<file path="src/rtl/me_mv_collector.sv">
// Frame sequencer and result FIFO around the HEXBS motion-estimation core.
// Optional statistics outputs are built when ME_COLLECT_STATS_EN is defined.
module me_mv_collector #(
  parameter int MBS_X = 8,
  parameter int MBS_Y = 8,
  parameter int DEPTH = 8
) (
  input  logic        clk,
  input  logic        rst_n,
  input  logic        i_frame_start,
  output logic        o_me_start,
  output logic [7:0]  o_mb_x,
  output logic [7:0]  o_mb_y,
  input  logic        i_me_done,
  input  logic [5:0]  i_mv_x,
  input  logic [5:0]  i_mv_y,
  input  logic [15:0] i_min_sad,
  output logic        o_rec_valid,
  input  logic        i_rec_ready,
  output logic [43:0] o_rec_data,
  output logic        o_frame_done,
  output logic        o_busy,
  output logic        o_err,
  output logic [23:0] o_sad_total,
  output logic [15:0] o_zero_mv_cnt
);
  localparam int AW = (DEPTH > 1) ? $clog2(DEPTH) : 1;
  localparam int CW = AW + 1;

  typedef enum logic [1:0] {IDLE, ISSUE, WAIT, FIN} state_t;

  state_t         state_reg, state_next;
  logic           done_q;
  logic           hold_reg;
  logic [7:0]     mb_x_reg, mb_y_reg;
  logic           err_reg;
  logic [43:0]    mem [DEPTH];
  logic [AW-1:0]  wr_ptr, rd_ptr;
  logic [CW-1:0]  count;

  logic done_edge, is_last, has_space, push, pop, accept, err_set;

  assign done_edge = i_me_done & ~done_q;
  assign is_last   = (mb_x_reg == 8'(MBS_X - 1)) && (mb_y_reg == 8'(MBS_Y - 1));
  assign has_space = (count < CW'(DEPTH));
  assign pop       = o_rec_valid & i_rec_ready;

  always_comb begin
    state_next = state_reg;
    o_me_start = 1'b0;
    push       = 1'b0;
    accept     = 1'b0;
    err_set    = 1'b0;
    case (state_reg)
      IDLE: begin
        err_set = done_edge;
        if (i_frame_start) begin
          accept     = 1'b1;
          state_next = ISSUE;
        end
      end
      // hold_reg spaces consecutive starts by one idle cycle after each capture
      ISSUE: begin
        err_set = done_edge;
        if (!hold_reg && has_space) begin
          o_me_start = 1'b1;
          state_next = WAIT;
        end
      end
      WAIT: begin
        if (done_edge) begin
          push       = 1'b1;
          state_next = is_last ? FIN : ISSUE;
        end
      end
      FIN: begin
        err_set    = done_edge;
        state_next = IDLE;
      end
      default: state_next = IDLE;
    endcase
  end

  always_ff @(posedge clk or negedge rst_n) begin
    if (!rst_n) begin
      state_reg <= IDLE;
      done_q    <= 1'b0;
      hold_reg  <= 1'b0;
      mb_x_reg  <= '0;
      mb_y_reg  <= '0;
      err_reg   <= 1'b0;
    end else begin
      state_reg <= state_next;
      done_q    <= i_me_done;
      hold_reg  <= (state_reg == WAIT) && (state_next == ISSUE);
      if (err_set) err_reg <= 1'b1;
      if (accept) begin
        mb_x_reg <= '0;
        mb_y_reg <= '0;
      end else if (push && !is_last) begin
        if (mb_x_reg == 8'(MBS_X - 1)) begin
          mb_x_reg <= '0;
          mb_y_reg <= mb_y_reg + 8'd1;
        end else begin
          mb_x_reg <= mb_x_reg + 8'd1;
        end
      end
    end
  end

  always_ff @(posedge clk) begin
    if (push) mem[wr_ptr] <= {mb_y_reg, mb_x_reg, i_mv_y, i_mv_x, i_min_sad};
  end

  always_ff @(posedge clk or negedge rst_n) begin
    if (!rst_n) begin
      wr_ptr <= '0;
      rd_ptr <= '0;
      count  <= '0;
    end else begin
      if (push) wr_ptr <= wr_ptr + AW'(1);
      if (pop)  rd_ptr <= rd_ptr + AW'(1);
      case ({push, pop})
        2'b10:   count <= count + CW'(1);
        2'b01:   count <= count - CW'(1);
        default: count <= count;
      endcase
    end
  end

  assign o_rec_valid  = (count != '0);
  assign o_rec_data   = o_rec_valid ? mem[rd_ptr] : '0;
  assign o_mb_x       = mb_x_reg;
  assign o_mb_y       = mb_y_reg;
  assign o_busy       = (state_reg == ISSUE) || (state_reg == WAIT);
  assign o_frame_done = (state_reg == FIN);
  assign o_err        = err_reg;

`ifdef ME_COLLECT_STATS_EN
  logic [23:0] sad_total_reg;
  logic [15:0] zero_cnt_reg;
  logic [24:0] sad_sum;

  assign sad_sum = {1'b0, sad_total_reg} + 25'(i_min_sad);

  always_ff @(posedge clk or negedge rst_n) begin
    if (!rst_n) begin
      sad_total_reg <= '0;
      zero_cnt_reg  <= '0;
    end else if (accept) begin
      sad_total_reg <= '0;
      zero_cnt_reg  <= '0;
    end else if (push) begin
      sad_total_reg <= sad_sum[24] ? '1 : sad_sum[23:0];
      if ((i_mv_x == '0) && (i_mv_y == '0) && (zero_cnt_reg != '1))
        zero_cnt_reg <= zero_cnt_reg + 16'd1;
    end
  end

  assign o_sad_total   = sad_total_reg;
  assign o_zero_mv_cnt = zero_cnt_reg;
`else
  assign o_sad_total   = '0;
  assign o_zero_mv_cnt = '0;
`endif

endmodule
</file>
<file path="config.mk">
export PLATFORM = sky130hd
export DESIGN_NAME = me_mv_collector
export DESIGN_NICKNAME = d
export VERILOG_FILES = /design/src/rtl/me_mv_collector.sv
export SDC_FILE = /design/constraint.sdc
export NUM_CORES = 1
export LEC_CHECK = 0
export BUFFER_PORTS_ARGS = -buffer_cell sky130_fd_sc_hd__buf_2
export CORE_AREA = 8 8 180 182
export CTS_CLUSTER_SIZE = 14
export DETAILED_ROUTE_END_ITERATION = 12
export DIE_AREA = 0 0 188 190
export PLACE_DENSITY = 0.75
export SYNTH_ARGS = -nofsm -noshare
export SYNTH_HDL_FRONTEND = slang
export SYNTH_SLANG_ARGS = --single-unit
</file>
<file path="constraint.sdc">
create_clock -name clk -period 5.6 [get_ports clk]
set_input_delay 0.84 -clock clk [delete_from_list [all_inputs] [get_ports clk]]
set_output_delay 0.84 -clock clk [all_outputs]
set_load 0.01 [all_outputs]
</file>
* Word-level counts from Yosys, hierarchy flattened
Memory sizes are Yosys's and may differ from the RTL's. Index checks and enable logic that the tools add are counted.
Storage, ports and cells: output and inout bits 105, bits in writable memories 352, flip-flop bits (word level) 31, memories 1, bits of input ports 33
Cells by class: $add $sub $neg 6, bitwise operators 3, equal/unequal tests 8, reductions and logical operators 14, muxes and demuxes 22, magnitude comparators 1
Memory list:
- mem | words 8, width 44, read ports 1, clocked after Yosys merged registers in 0, write ports 1, line 37 | logic [43:0] mem [DEPTH];
Operator list (count):
- 8-bit two-way mux | 6
- 44-bit two-way mux | 1
- 8-bit by 1-bit adder with 8-bit output, second input constant | 2
- 8-bit by 3-bit equality test with 1-bit output, second input constant | 2
- 1-bit two-way mux | 9
- 2-bit two-way mux | 4
- 2-bit case mux with 4 select lines | 1
- 4-bit case mux with 2 select lines | 1
- 3-bit by 1-bit adder with 3-bit output, second input constant | 2
- 2-bit by 1-bit equality test with 1-bit output, second input constant | 3
- 2-bit equality test, second input constant | 3
- 2-bit nonzero test | 3
- 4-bit by 1-bit adder with 4-bit output, second input constant | 1
- 1-bit logical AND | 4
- 4-bit less-than comparator, second input constant | 1
- 4-bit nonzero test | 1
- 4-bit by 1-bit subtractor with 4-bit output, second input constant | 1
- 3-bit OR reduction | 1
- 1-bit bitwise AND | 2
- 1-bit logical NOT | 2
- 2-bit logical NOT | 1
- 2-bit AND reduction | 1
- 1-bit logical OR | 1
- 1-bit inverter | 1

* Longest topological paths before layout
word-level depth 7, gate-level depth with buffers 13

* Worst setup path before layout
Ideal clock, no wire load.
path kind in2reg, start input port i_me_done, end memory mem[0][0] (enable), slack -523 ps, arrival time 5568 ps, data required time 5045 ps, buffers on the path 2, setup time 555 ps, cell stages on the path 5, path through and3b_1 buf_4 inv_2 clkbuf_1 nor4_1
On the way: word-level cells in the longest chain between the ends 5
Ends and longest elaborated chain:
- start, declared | line 14 | input logic i_me_done,
- 1-bit bitwise AND | line 43 | assign done_edge = i_me_done & ~done_q;
- 1-bit two-way mux | line 71 | if (done_edge) begin
- 1-bit two-way mux | line 54 | case (state_reg)
- 1-bit two-way mux | line 112 | if (push) mem[wr_ptr] <= {mb_y_reg, mb_x_reg, i_mv_y, i_mv_x, i_min_sad};
- 1-bit two-way mux (implied by the code) | line 112
- end, declared | line 37
Every way passes these cells.

* Final worst setup path
start register rd_ptr[0], end output port o_rec_data[28]
On the way: word-level cells in the longest chain between the ends 2
Ends and longest elaborated chain:
- start, declared | line 38 | logic [AW-1:0] wr_ptr, rd_ptr;
- start signal, assigned | line 122 | if (pop) rd_ptr <= rd_ptr + AW'(1);
- memory read 8 x 44 bit
- 44-bit two-way mux | line 132 | assign o_rec_data = o_rec_valid ? mem[rd_ptr] : '0;
- end, declared | line 20 | output logic [43:0] o_rec_data,
Every way passes these cells.

==> metrics.md <==
| Metric | Value |
|---|---|
| RSZ-0062 raised after global routing | false |
| Max-Cap Viols | 0 |
| Post-Route Hold Slack | 397.9 ps |
| Yosys reg bits | 383 |
| CTS Buf Count | 38 |
| Die H | 190 um |
| Hold Path Class | in2async |
| Initial drt markers | 504 |
| Worst path arrival time | 2900 ps |
| Post-DRT Antenna Nets | 0 |
| GR Overflow Total | 0 |
| Tcrit/Tclk final | 0.6671 |
| Dpl hpwl | 17440 um |
| CTS root buf | clkbuf_16 |
| Clk pin slew, worst setup/hold paths | 60 ps |
| EDFF count, synth | 352 |
| N_diodes | 0 |
| Cells resized by post-CTS repair | 0 |
| Post-CTS Setup Inserts | 0 |
| Crit end category | primary output |
| Ports | 138 |
| Post-route DRC | 0 |
| Total track usage | 0.1664 |
| Final clock skew | 19.17 ps |
| Worst R2R End | mem[6][8] |
| Input/output buffers | 97 |
| Initial DRT Pass Iterations | 4 |
| Cell taking the most area after synthesis | edfxtp_1 |
| Die outline width | 188 um |
| Worst setup SP type | register |
| Top cells by area, synth | edfxtp_1 (68%), mux4_2 (13%), dfrtp_1 (5.0%) |
| Inst Count DP | 1253 |
| Post-synthesis sequential area ratio | 0.7342 |
| CTS tree | built |
| Routed WL | 30000 um |
| Clock Latency Late Sink | 520 ps |
| Final Critical Period | 3735 ps |
| Worst r2r src | state_reg[0] |
| Worst setup margin | 1865 ps |
| Synth Area per Inst | 19.64 sq um |
| Area share of the largest cell type after synthesis | 0.6840 |
| Final nets | 948 |
| Final number of setup-violating endpoints | 0 |
| Die area | 35720 sq um |
| Post-synth top flop | edfxtp_1 |
| Slew Limit Fails | 0 |
| Setup tns final | 0 ps |
| Outcome | completed |
| Via Count | 7543 |
| Largest Register | mem |
| Vias in the first global route | 7986 |
| Power Dens Cells | 440.1 nW/um^2 |
| Fin. Hold Viols | 0 |
| Cts hold-fix bufs | 0 |
| Initial antenna violation count | 0 |
| Vias per inst | 5.719 |
| Max reg flops | 352 |
| H-tree levels | 2 |
| Leakage | 5.930 nW |
| Clk buf depth | 3 |
| Post-Syn Area | 15450 sq um |
| Largest net degree at the start of global routing | 71 |
| Peak VDD IR | 354.2 uV |
| Max Clock Freq | 267.7 MHz |
| Global-route wire length before repair | 46460 um |
| R2R depth | 6 |
| Warning count from the yosys run | 0 |
| Synth cell types | 55 |
| Avg WL per Cell | 22.74 um |
| Fraction of registers with async set/reset | 0.08094 |
| Placement Cell Area | 16290 sq um |
| Core ar. | 29400 sq um |
| Pre-CTS setup slack | 2066 ps |
| Required @ worst endpoint | 4760 ps |
| Area delta synth->final | 12.49% |
| Post-route cell area | 17380 sq um |
| GPL Wtd Cong | 0.7476 |
| WS Path Type | reg2out |
| # rows | 63 |
| Effective utilization at floorplan | 0.5256 |
| Clock sink count | 383 |
| Worst slew margin | 0.2603 |
| Layout Cells excl Fill | 1319 |
| R2r setup slk | 2230 ps |
| Layout cells sized above 1 | 0.2949 |
| Post-Syn Instances | 787 |
| Max Fanout on Critical Path | 36 |
| Worst-margin pin slew | 1104 ps |
## cell usage after synthesis (5+ instances only)
| cell | count |
|---|---|
| edfxtp_1 | 352 |
| mux4_2 | 88 |
| nor2_1 | 53 |
| mux2i_1 | 44 |
| buf_4 | 42 |
| dfrtp_1 | 31 |
| nand2_1 | 19 |
| clkbuf_1 | 15 |
| buf_2 | 14 |
| a21oi_1 | 12 |
| ha_1 | 12 |
| nor3_1 | 9 |
| xor2_1 | 7 |
| or4_1 | 6 |
| xnor2_1 | 6 |
| nand3_1 | 5 |
| o211ai_1 | 5 |
| o31ai_1 | 5 |
## how the worst max path moves through the flow
stage	start	end	slack, ps	depth (start not counted)
global placement	i_me_done	mem[6][3]	2190	5
finish	rd_ptr[0]	o_rec_data[28]	1860	5
floorplan	i_me_done	mem[1][0]	540	5
global route	rd_ptr[0]	o_rec_data[28]	1610	5
detailed placement	i_me_done	mem[6][3]	2070	5
CTS	rd_ptr[0]	o_rec_data[28]	1750	5
## per-stage QoR
step / power, mW / util
2_1_floorplan: 4.875 / -
3_3_place_gp: 5.476 / 0.5541
4_1_cts: 7.760 / 0.5913
6_report: 7.650 / 0.5913
5_1_grt: 8.007 / 0.5913
3_5_place_dp: 5.502 / 0.5541
## cells in the final DEF (no fill, tap or decap), types with 4 or more instances in the layout
cell type  instances
a21oi_1           12
buf_2             97
buf_4             15
clkbuf_1           9
clkbuf_16         38
clkinv_1          10
clkinv_2           4
conb_1            40
dfrtp_1           28
edfxtp_1         352
ha_1              12
inv_1              4
mux2i_1           44
mux4_2            88
nand2_1           19
nand3_1            5
nand4_1            4
nor2_1            50
nor3_1             5
nor3_2             6
o211ai_1           5
o21ai_1            4
o31ai_1            5
or4_1              6
xnor2_1            6
xor2_1             7
## cells by family (layout without fill, tap and decap cells)
| kind of cell | after synthesis | after routing | share of synthesized area |
|---|---|---|---|
| DFF | 383 | 383 | 0.7342 |
| xor gates and xnor gates | 13 | 13 | 0.007368 |
| adders and majority gates | 12 | 12 | 0.009716 |
| AOI/OAI and AO/OA | 40 | 40 | 0.01684 |
| buffers and inverters | 82 | 185 | 0.03271 |
| muxes | 134 | 134 | 0.1584 |
| and+or+nand+nor | 122 | 122 | 0.04048 |
| other | 1 | 40 | 0.0002427 |
## power breakdown
part	switching [mW]	internal [mW]	leakage, nW
logic	0.867	0.990	1.87
registers	0.353	3.18	3.53
clock network	1.01	1.25	0.531
total	2.23	5.42	5.93
## final cells by class
class                           count  area [sq um]
Clock buffer                       47         984.7
Clock inverter                     19         107.6
Fill cell                        2125         12020
Inverter                            6         22.52
Multi-Input combinational cell    361          3806
Sequential cell                   383         11360
Tap cell                          390         488.0
Timing Repair Buffer              113         618.1
## worst max-delay path, cell delays in order (launching register included)
cell and delay (ps):
dfrtp_4 900, buf_4 470, mux4_2 550, mux2i_1 210, nor2_1 70, buf_2 160
## layer usage
metal / routed length (um) / GRT usage / part of all wire
met1: 12860 / 0.2244 / 0.43
met2: 14780 / 0.2771 / 0.49
met3: 1814 / 0.03131 / 0.060
met4: 544 / 0.04333 / 0.018
met5: 0 / 0 / 0
Note: power is estimated with default switching activity, not from simulation.
